$ cat src/rtl/gold_bag_motion_if.sv
// ---------------------------------------------------------------------------
// gold_bag_motion_if
//   Groups the frame-rate control inputs and the drawing/collision outputs of
//   one gold bag controller.
//
//   Frame protocol: there is no valid/ready pair on this block. startOfFrame
//   is a one-clock pulse that acts as an always-accepted "valid" for one frame
//   of motion. push_req may be raised on any clock and is held in a latch until
//   the next startOfFrame consumes it. All outputs are registered state and
//   hold steady between frames, except push_blocked, which is a one-clock pulse.
//
//   master : the environment (digger logic / testbench), drives the inputs
//   slave  : the gold_bag_motion controller
//
//   Signals
//     startOfFrame  frame strobe
//     respawn       synchronous level restart, overrides everything
//     push_req      digger is pushing the bag
//     push_side     0 = pusher on the left (bag moves right), 1 = on the right
//     can_fall      cell below the bag is empty
//     been_eaten    digger touches a crashed bag
//     topLeftX/Y    pixel position (signed, 11 bit)
//     gold_state    0 rest/push/wobble, 1 falling, 2 crashed, 3 collected
//     image         0 upright, 1 tilt left, 2 tilt right, 3 broken
//     push_blocked  one-clock pulse when a latched push is refused
//     busy          bag is moving or wobbling
//     dbg_state     raw controller state, for debug and checker binding
// ---------------------------------------------------------------------------
interface gold_bag_motion_if;
    logic               startOfFrame;
    logic               respawn;
    logic               push_req;
    logic               push_side;
    logic               can_fall;
    logic               been_eaten;
    logic signed [10:0] topLeftX;
    logic signed [10:0] topLeftY;
    logic [1:0]         gold_state;
    logic [1:0]         image;
    logic               push_blocked;
    logic               busy;
    logic [2:0]         dbg_state;

    modport master (
        output startOfFrame, respawn, push_req, push_side, can_fall, been_eaten,
        input  topLeftX, topLeftY, gold_state, image, push_blocked, busy, dbg_state
    );

    modport slave (
        input  startOfFrame, respawn, push_req, push_side, can_fall, been_eaten,
        output topLeftX, topLeftY, gold_state, image, push_blocked, busy, dbg_state
    );
endinterface

$ cat src/rtl/gold_bag_motion.sv
// ---------------------------------------------------------------------------
// gold_bag_motion
//   Movement controller for one gold bag: side pushes, wobble before a fall,
//   accelerating fall snapped to cell boundaries, crash classification by
//   cells fallen, collection and respawn. Positions are fixed point
//   (pixels * 2^FRAC_BITS) in 32-bit signed registers.
//
//   Ports
//     clk     system clock
//     resetN  asynchronous active-low reset
//     bus     gold_bag_motion_if.slave (frame strobe, push/fall inputs,
//             position / status / image outputs, debug state)
// ---------------------------------------------------------------------------
module gold_bag_motion #(
    parameter int INITIAL_X          = 32,
    parameter int INITIAL_Y          = 160,
    parameter int CELL_BITS          = 5,
    parameter int FRAC_BITS          = 6,
    parameter int X_SPEED            = 128,
    parameter int Y_SPEED_INIT       = 128,
    parameter int Y_ACCEL            = 16,
    parameter int MAX_Y_SPEED        = 512,
    parameter int WOBBLE_FRAMES      = 90,
    parameter int WOBBLE_PERIOD_BITS = 4,
    parameter int CRASH_CELLS        = 2,
    parameter int MIN_X              = 0,
    parameter int MAX_X              = 608
) (
    input  logic             clk,
    input  logic             resetN,
    gold_bag_motion_if.slave bus
);

    localparam int                 CF       = CELL_BITS + FRAC_BITS;
    localparam logic signed [31:0] CELL_FP  = 32'sd1 <<< CF;
    localparam logic signed [31:0] X0       = 32'(INITIAL_X) <<< FRAC_BITS;
    localparam logic signed [31:0] Y0       = 32'(INITIAL_Y) <<< FRAC_BITS;
    localparam logic signed [31:0] XSPD     = 32'(X_SPEED);
    localparam logic signed [31:0] YSPD0    = 32'(Y_SPEED_INIT);
    localparam logic signed [31:0] YACC     = 32'(Y_ACCEL);
    localparam logic signed [31:0] YMAX     = 32'(MAX_Y_SPEED);
    localparam logic signed [31:0] XMIN_PX  = 32'(MIN_X);
    localparam logic signed [31:0] XMAX_PX  = 32'(MAX_X);
    localparam logic [15:0]        WOB_LAST = 16'(WOBBLE_FRAMES - 1);
    localparam logic [4:0]         CRASH_N  = 5'(CRASH_CELLS);

    typedef enum logic [2:0] {
        S_IDLE      = 3'd0,
        S_PUSH_R    = 3'd1,
        S_PUSH_L    = 3'd2,
        S_WOBBLE    = 3'd3,
        S_FALLING   = 3'd4,
        S_CRASHED   = 3'd5,
        S_COLLECTED = 3'd6
    } state_t;

    state_t             state_q, state_n;
    logic signed [31:0] x_q, x_n;
    logic signed [31:0] y_q, y_n;
    logic signed [31:0] spd_q, spd_n;
    logic [15:0]        wob_q, wob_n;
    logic [3:0]         cells_q, cells_n;
    logic               latch_q, latch_n;
    logic               side_q, side_n;
    logic               blk_q, blk_n;

    // Move toward +inf by spd, never passing the next cell boundary above old.
    function automatic logic signed [31:0] step_up(input logic signed [31:0] old,
                                                   input logic signed [31:0] spd);
        logic signed [31:0] nb;
        logic signed [31:0] sum;
        nb  = ((old >>> CF) <<< CF) + CELL_FP;
        sum = old + spd;
        return (sum > nb) ? nb : sum;
    endfunction

    // Move toward -inf by spd, never passing the next cell boundary below old.
    // Starting exactly on a boundary, the limit is the one a full cell lower.
    function automatic logic signed [31:0] step_down(input logic signed [31:0] old,
                                                     input logic signed [31:0] spd);
        logic signed [31:0] fl;
        logic signed [31:0] pb;
        logic signed [31:0] dif;
        fl  = (old >>> CF) <<< CF;
        pb  = (fl == old) ? (old - CELL_FP) : fl;
        dif = old - spd;
        return (dif < pb) ? pb : dif;
    endfunction

    function automatic logic aligned(input logic signed [31:0] v);
        return v[CF-1:FRAC_BITS] == '0;
    endfunction

    // Register process: everything moves only through the *_n values.
    always_ff @(posedge clk or negedge resetN) begin
        if (!resetN) begin
            state_q <= S_IDLE;
            x_q     <= X0;
            y_q     <= Y0;
            spd_q   <= YSPD0;
            wob_q   <= '0;
            cells_q <= '0;
            latch_q <= 1'b0;
            side_q  <= 1'b0;
            blk_q   <= 1'b0;
        end else begin
            state_q <= state_n;
            x_q     <= x_n;
            y_q     <= y_n;
            spd_q   <= spd_n;
            wob_q   <= wob_n;
            cells_q <= cells_n;
            latch_q <= latch_n;
            side_q  <= side_n;
            blk_q   <= blk_n;
        end
    end

    logic               push_now;
    logic               side_now;
    logic signed [31:0] px_x;
    logic signed [31:0] step;
    logic signed [31:0] spd_sum;
    logic [3:0]         cells_inc;

    always_comb begin
        state_n   = state_q;
        x_n       = x_q;
        y_n       = y_q;
        spd_n     = spd_q;
        wob_n     = wob_q;
        cells_n   = cells_q;
        latch_n   = latch_q;
        side_n    = side_q;
        blk_n     = 1'b0;
        // A request on the frame clock itself counts for that frame.
        push_now  = latch_q | bus.push_req;
        side_now  = bus.push_req ? bus.push_side : side_q;
        px_x      = x_q >>> FRAC_BITS;
        step      = '0;
        spd_sum   = spd_q + YACC;
        cells_inc = (cells_q == 4'hF) ? cells_q : cells_q + 4'd1;

        if (bus.respawn) begin
            state_n = S_IDLE;
            x_n     = X0;
            y_n     = Y0;
            spd_n   = YSPD0;
            wob_n   = '0;
            cells_n = '0;
            latch_n = 1'b0;
            side_n  = 1'b0;
        end else if (bus.startOfFrame) begin
            latch_n = 1'b0;
            side_n  = side_now;
            case (state_q)
                S_IDLE: begin
                    if (push_now) begin
                        if (!side_now) begin
                            if (px_x >= XMAX_PX) begin
                                blk_n = 1'b1;
                            end else begin
                                step    = step_up(x_q, XSPD);
                                x_n     = step;
                                state_n = aligned(step) ? S_IDLE : S_PUSH_R;
                            end
                        end else begin
                            if (px_x <= XMIN_PX) begin
                                blk_n = 1'b1;
                            end else begin
                                step    = step_down(x_q, XSPD);
                                x_n     = step;
                                state_n = aligned(step) ? S_IDLE : S_PUSH_L;
                            end
                        end
                    end else if (bus.can_fall) begin
                        state_n = S_WOBBLE;
                        wob_n   = '0;
                    end
                end
                S_PUSH_R: begin
                    step = step_up(x_q, XSPD);
                    x_n  = step;
                    if (aligned(step)) state_n = S_IDLE;
                end
                S_PUSH_L: begin
                    step = step_down(x_q, XSPD);
                    x_n  = step;
                    if (aligned(step)) state_n = S_IDLE;
                end
                S_WOBBLE: begin
                    if (!bus.can_fall) begin
                        state_n = S_IDLE;
                    end else begin
                        wob_n = wob_q + 16'd1;
                        // The frame that reaches the last count only switches
                        // to falling; the first Y move happens next frame.
                        if (wob_q + 16'd1 == WOB_LAST) begin
                            state_n = S_FALLING;
                            spd_n   = YSPD0;
                            cells_n = '0;
                        end
                    end
                end
                S_FALLING: begin
                    step  = step_up(y_q, spd_q);
                    y_n   = step;
                    spd_n = (spd_sum > YMAX) ? YMAX : spd_sum;
                    if (aligned(step)) begin
                        cells_n = cells_inc;
                        if (!bus.can_fall) begin
                            state_n = ({1'b0, cells_inc} >= CRASH_N) ? S_CRASHED : S_IDLE;
                        end
                    end
                end
                S_CRASHED: begin
                    if (bus.been_eaten) state_n = S_COLLECTED;
                end
                default: begin
                end
            endcase
        end else if (bus.push_req) begin
            latch_n = 1'b1;
            side_n  = bus.push_side;
        end
    end

    logic [1:0] img;
    logic [1:0] phase;

    always_comb begin
        img   = 2'd0;
        phase = wob_q[WOBBLE_PERIOD_BITS+1:WOBBLE_PERIOD_BITS];
        case (state_q)
            S_WOBBLE: begin
                case (phase)
                    2'd1:    img = 2'd1;
                    2'd3:    img = 2'd2;
                    default: img = 2'd0;
                endcase
            end
            S_CRASHED: img = 2'd3;
            default:   img = 2'd0;
        endcase
    end

    always_comb begin
        case (state_q)
            S_FALLING:   bus.gold_state = 2'd1;
            S_CRASHED:   bus.gold_state = 2'd2;
            S_COLLECTED: bus.gold_state = 2'd3;
            default:     bus.gold_state = 2'd0;
        endcase
    end

    assign bus.topLeftX     = x_q[FRAC_BITS+10:FRAC_BITS];
    assign bus.topLeftY     = y_q[FRAC_BITS+10:FRAC_BITS];
    assign bus.image        = img;
    assign bus.push_blocked = blk_q;
    assign bus.busy         = (state_q != S_IDLE) && (state_q != S_CRASHED) &&
                              (state_q != S_COLLECTED);
    assign bus.dbg_state    = state_q;

endmodule

$ cat src/flat_wrapper.sv
// flat-port wrapper written by rule: the top's interface ports become plain ports
module gold_bag_motion_flat 
#(
    parameter int INITIAL_X          = 32,
    parameter int INITIAL_Y          = 160,
    parameter int CELL_BITS          = 5,
    parameter int FRAC_BITS          = 6,
    parameter int X_SPEED            = 128,
    parameter int Y_SPEED_INIT       = 128,
    parameter int Y_ACCEL            = 16,
    parameter int MAX_Y_SPEED        = 512,
    parameter int WOBBLE_FRAMES      = 90,
    parameter int WOBBLE_PERIOD_BITS = 4,
    parameter int CRASH_CELLS        = 2,
    parameter int MIN_X              = 0,
    parameter int MAX_X              = 608
)
  (clk, resetN, bus_startOfFrame, bus_respawn, bus_push_req, bus_push_side, bus_can_fall, bus_been_eaten, bus_topLeftX, bus_topLeftY, bus_gold_state, bus_image, bus_push_blocked, bus_busy, bus_dbg_state);
  gold_bag_motion_if bus_i ();
  input  logic clk;
  input  logic resetN;
  input wire logic [$bits(bus_i.startOfFrame)-1:0] bus_startOfFrame;
  input wire logic [$bits(bus_i.respawn)-1:0] bus_respawn;
  input wire logic [$bits(bus_i.push_req)-1:0] bus_push_req;
  input wire logic [$bits(bus_i.push_side)-1:0] bus_push_side;
  input wire logic [$bits(bus_i.can_fall)-1:0] bus_can_fall;
  input wire logic [$bits(bus_i.been_eaten)-1:0] bus_been_eaten;
  output wire logic [$bits(bus_i.topLeftX)-1:0] bus_topLeftX;
  output wire logic [$bits(bus_i.topLeftY)-1:0] bus_topLeftY;
  output wire logic [$bits(bus_i.gold_state)-1:0] bus_gold_state;
  output wire logic [$bits(bus_i.image)-1:0] bus_image;
  output wire logic [$bits(bus_i.push_blocked)-1:0] bus_push_blocked;
  output wire logic [$bits(bus_i.busy)-1:0] bus_busy;
  output wire logic [$bits(bus_i.dbg_state)-1:0] bus_dbg_state;
  assign bus_i.startOfFrame = bus_startOfFrame;
  assign bus_i.respawn = bus_respawn;
  assign bus_i.push_req = bus_push_req;
  assign bus_i.push_side = bus_push_side;
  assign bus_i.can_fall = bus_can_fall;
  assign bus_i.been_eaten = bus_been_eaten;
  assign bus_topLeftX = bus_i.topLeftX;
  assign bus_topLeftY = bus_i.topLeftY;
  assign bus_gold_state = bus_i.gold_state;
  assign bus_image = bus_i.image;
  assign bus_push_blocked = bus_i.push_blocked;
  assign bus_busy = bus_i.busy;
  assign bus_dbg_state = bus_i.dbg_state;
  gold_bag_motion #(.INITIAL_X(INITIAL_X), .INITIAL_Y(INITIAL_Y), .CELL_BITS(CELL_BITS), .FRAC_BITS(FRAC_BITS), .X_SPEED(X_SPEED), .Y_SPEED_INIT(Y_SPEED_INIT), .Y_ACCEL(Y_ACCEL), .MAX_Y_SPEED(MAX_Y_SPEED), .WOBBLE_FRAMES(WOBBLE_FRAMES), .WOBBLE_PERIOD_BITS(WOBBLE_PERIOD_BITS), .CRASH_CELLS(CRASH_CELLS), .MIN_X(MIN_X), .MAX_X(MAX_X)) u_core (.clk(clk), .resetN(resetN), .bus(bus_i));
endmodule
$ cat config.mk
export PLATFORM = sky130hd
export DESIGN_NAME = gold_bag_motion_flat
export DESIGN_NICKNAME = d
export VERILOG_FILES = /design/src/rtl/gold_bag_motion_if.sv /design/src/rtl/gold_bag_motion.sv /design/src/flat_wrapper.sv
export SDC_FILE = /design/constraint.sdc
export NUM_CORES = 1
export LEC_CHECK = 0
export ABC_AREA = 1
export CAP_MARGIN = 0
export CORE_ASPECT_RATIO = 0.5
export CORE_MARGIN = 5
export CORE_UTILIZATION = 50
export CTS_BUF_LIST = sky130_fd_sc_hd__clkbuf_8
export DETAILED_ROUTE_END_ITERATION = 10
export PLACE_DENSITY = 0.67
export SLEW_MARGIN = 25
export SYNTH_ARGS = -nofsm -noshare
export SYNTH_HDL_FRONTEND = slang
export SYNTH_SLANG_ARGS = --single-unit
$ cat constraint.sdc
create_clock -name clk -period 6.2 [get_ports clk]
set_clock_uncertainty 0.2 [all_clocks]
set_input_delay 0.62 -clock clk [delete_from_list [all_inputs] [get_ports clk]]
set_output_delay 0.62 -clock clk [all_outputs]
set_load 0.1 [all_outputs]
==> results_dict.tcl <==
set metrics [dict create \
    holdCritPathClass "reg2reg" \
    clockBufferDepth 2 \
    routabilityCongestion 1.01 \
    hold_violations 0 \
    syn2layout_area_growth_pct 7.95 \
    remaining_drc_errors 0 \
    finalSetupViolCount 0 \
    p_leak_uw 0.00630 \
    synth_edf_count 0 \
    rows 39 \
    synth_area_um2 11900 \
    ys_async_sr_fraction 1.00 \
    grt_start_max_net_pins 69 \
    critical_path_class "reg2reg" \
    vias 11600 \
    fin_crit_sh 0.878 \
    cts_max_level 4 \
    min_period_ns 5.45 \
    cts_tree "built" \
    seq_area_frac_synth 0.249 \
    worstPathArrival_ns 5.59 \
    yosysTopAreaCell "dfrtp_1" \
    max_cap_viol_count 0 \
    total_power_uw 6630 \
    io_pins 39 \
    synthesis.instances 1733 \
    synth_top_cell_area_share 0.240 \
    worst_pin_slew_ns 0.999 \
    antenna_cells_inserted 0 \
    synthDistinctLibCells 57 \
    dieArea_um2 27200 \
    layout_common_cells "349 x nand2_1, 252 x inv_1, 175 x nor2_1" \
    post_cts_buffers 0 \
    antenna_found_initial 0 \
    wl_per_cell_um 17.2 \
    postCtsResizedCells 0 \
    fp.dieW_um 228 \
    grt_pass1_wl_mm 58.1 \
    powerDensity_nw_per_um2 516 \
    synth-main-ff-cell "dfrtp_1" \
    hpwl_mm 26.7 \
    die_y_um 119 \
    vdd_drop_max_uv 357 \
    reg2reg_slack_ns 0.75 \
    ys_seq_elements 118 \
    clk_pin_slew_ns 0.08 \
    numCtsBuffers 17 \
    firstDrtPassIters 5 \
    start_util 0.514 \
    drive_above_1_share 0.0457 \
    numPortBuffers 38 \
    core_um2 23100 \
    clock_sinks 118 \
    cp-start-kind "flop" \
    tns_ns 0 \
    status "completed" \
    nNetsFinal 1851 \
    max_slew_margin 0.332 \
    slew_violations 0 \
    clock_latency_ns 0.49 \
    clock.fmax_mhz 184 \
    antenna_left 0 \
    final_common_cell "nand2_1" \
    cp_data_required_time_ns 6.34 \
    synthTopCellsByArea "dfrtp_1 24%, nand2_1 11%, ha_1 11%" \
    drt-total-wl_mm 35.4 \
    yosysWarnings 0 \
    hold_ws_ns 0.294 \
    grt-ovfl-total 0 \
    grt_pass1_vias 11600 \
    grt_setup_unrepaired "false" \
    cp_max_fo 32 \
    final_util 0.555 \
    ctsRootBufferMaster "clkbuf_8" \
    vias_per_cell 5.63 \
    drt_iter0_drc 912 \
    cp-end-kind "flop" \
    avgSynthCellArea_um2 6.86 \
    track_usage 0.259 \
]
## worst paths after layout
check	start	end	depth (start not counted)
max	u_core.y_q[13]	u_core.y_q[26]	26
max in group asynchronous	resetN	u_core.y_q[24]	3
min in group asynchronous	resetN	u_core.x_q[18]	2
min	u_core.y_q[2]	u_core.y_q[2]	2
min reg2reg	u_core.y_q[2]	u_core.y_q[2]	2
max reg2reg	u_core.y_q[13]	u_core.y_q[26]	26
## worst max-delay path, cell delays in order, from the launching register on
cell,delay (ns)
dfstp_2,0.61
ha_1,0.30
nand2_1,0.08
inv_1,0.05
nand2_1,0.06
nand2_1,0.06
a21oi_1,0.16
nand2_1,0.11
a31oi_1,0.26
o21ai_0,0.19
a21oi_1,0.24
o21ai_0,0.17
a21oi_1,0.20
xor2_1,0.21
inv_1,0.06
ha_1,0.30
nand4_1,0.12
nor3_1,0.23
nand4_1,0.15
nor2_1,0.10
a21oi_1,0.08
nand3_1,0.10
nand3_1,0.14
inv_1,0.76
nand2_1,0.11
o211ai_1,0.13
o21ai_0,0.13
## where the power goes
group          switching [uW]  internal (uW)  total [uW]  leakage (uW)
Sequential                242            926        1170       0.00160
Combinational            3230           1450        4680       0.00449
Clock                     377            406         782      0.000216
## metal layers
| metal | vias up | routed length (um) | global-route usage |
|---|---|---|---|
| met2 | 324 | 16400 | 0.439 |
| li1 | 5730 | - | - |
| met3 | 76 | 1850 | 0.0430 |
| met1 | 5455 | 16100 | 0.338 |
| met4 | 0 | 1030 | 0.0959 |
| met5 | - | 0 | 0 |
## synth_stat cells, types with 26 or more instances
library cell,number
nand4_1,35
a21oi_1,99
clkbuf_1,32
nand2_1,349
nor2_1,176
ha_1,104
o211ai_1,28
inv_1,250
o22ai_1,26
o21ai_0,124
nand3_1,69
dfrtp_1,114
xor2_1,129
nor3_1,40
## state kept, by name, summed over array words and instances, names as in the netlist
register and flops:
u_core.spd_q 28, u_core.bus.push_blocked 1, u_core.bus.dbg_state 3, u_core.latch_q 1, u_core.x_q 32, u_core.cells_q 4, u_core.side_q 1, u_core.wob_q 16
u_core.y_q 32
## area by class of cell
cell class	count	area, um^2
fillers	2267	10300
multi-input cells	1296	7630
flip-flops and latches	118	2960
inverters	253	950
repair buffers	53	505
well taps	307	384
clock buffers	18	248
clock inverters	14	160
## metrics by stage
stage,instance area (um^2),instances,setup WS [ns]
floorplan,11900,1735,0.665
global placement,12400,2026,0.999
detailed placement,12400,2026,0.805
CTS,12800,2059,0.763
global route,12800,2059,0.212
finish,12800,2059,0.754
## logic make-up (layout without fill, tap and decap cells)
| group | after synthesis | in the layout | synth area share |
|---|---|---|---|
| simple gates | 707 | 707 | 0.256 |
| other cells | 1 | 3 | 0.000315 |
| buf+inv | 321 | 338 | 0.111 |
| fa+ha+maj | 104 | 104 | 0.109 |
| compound gates | 336 | 336 | 0.167 |
| xor+xnor | 143 | 143 | 0.105 |
| mux | 3 | 3 | 0.00252 |
| flops | 118 | 118 | 0.249 |
## timing repair
action	CTS	global route
hold buffers	1	0
hold endpoints to repair	7	0
setup endpoints to repair	0	0
Note: power is estimated with default switching activity, not from simulation.
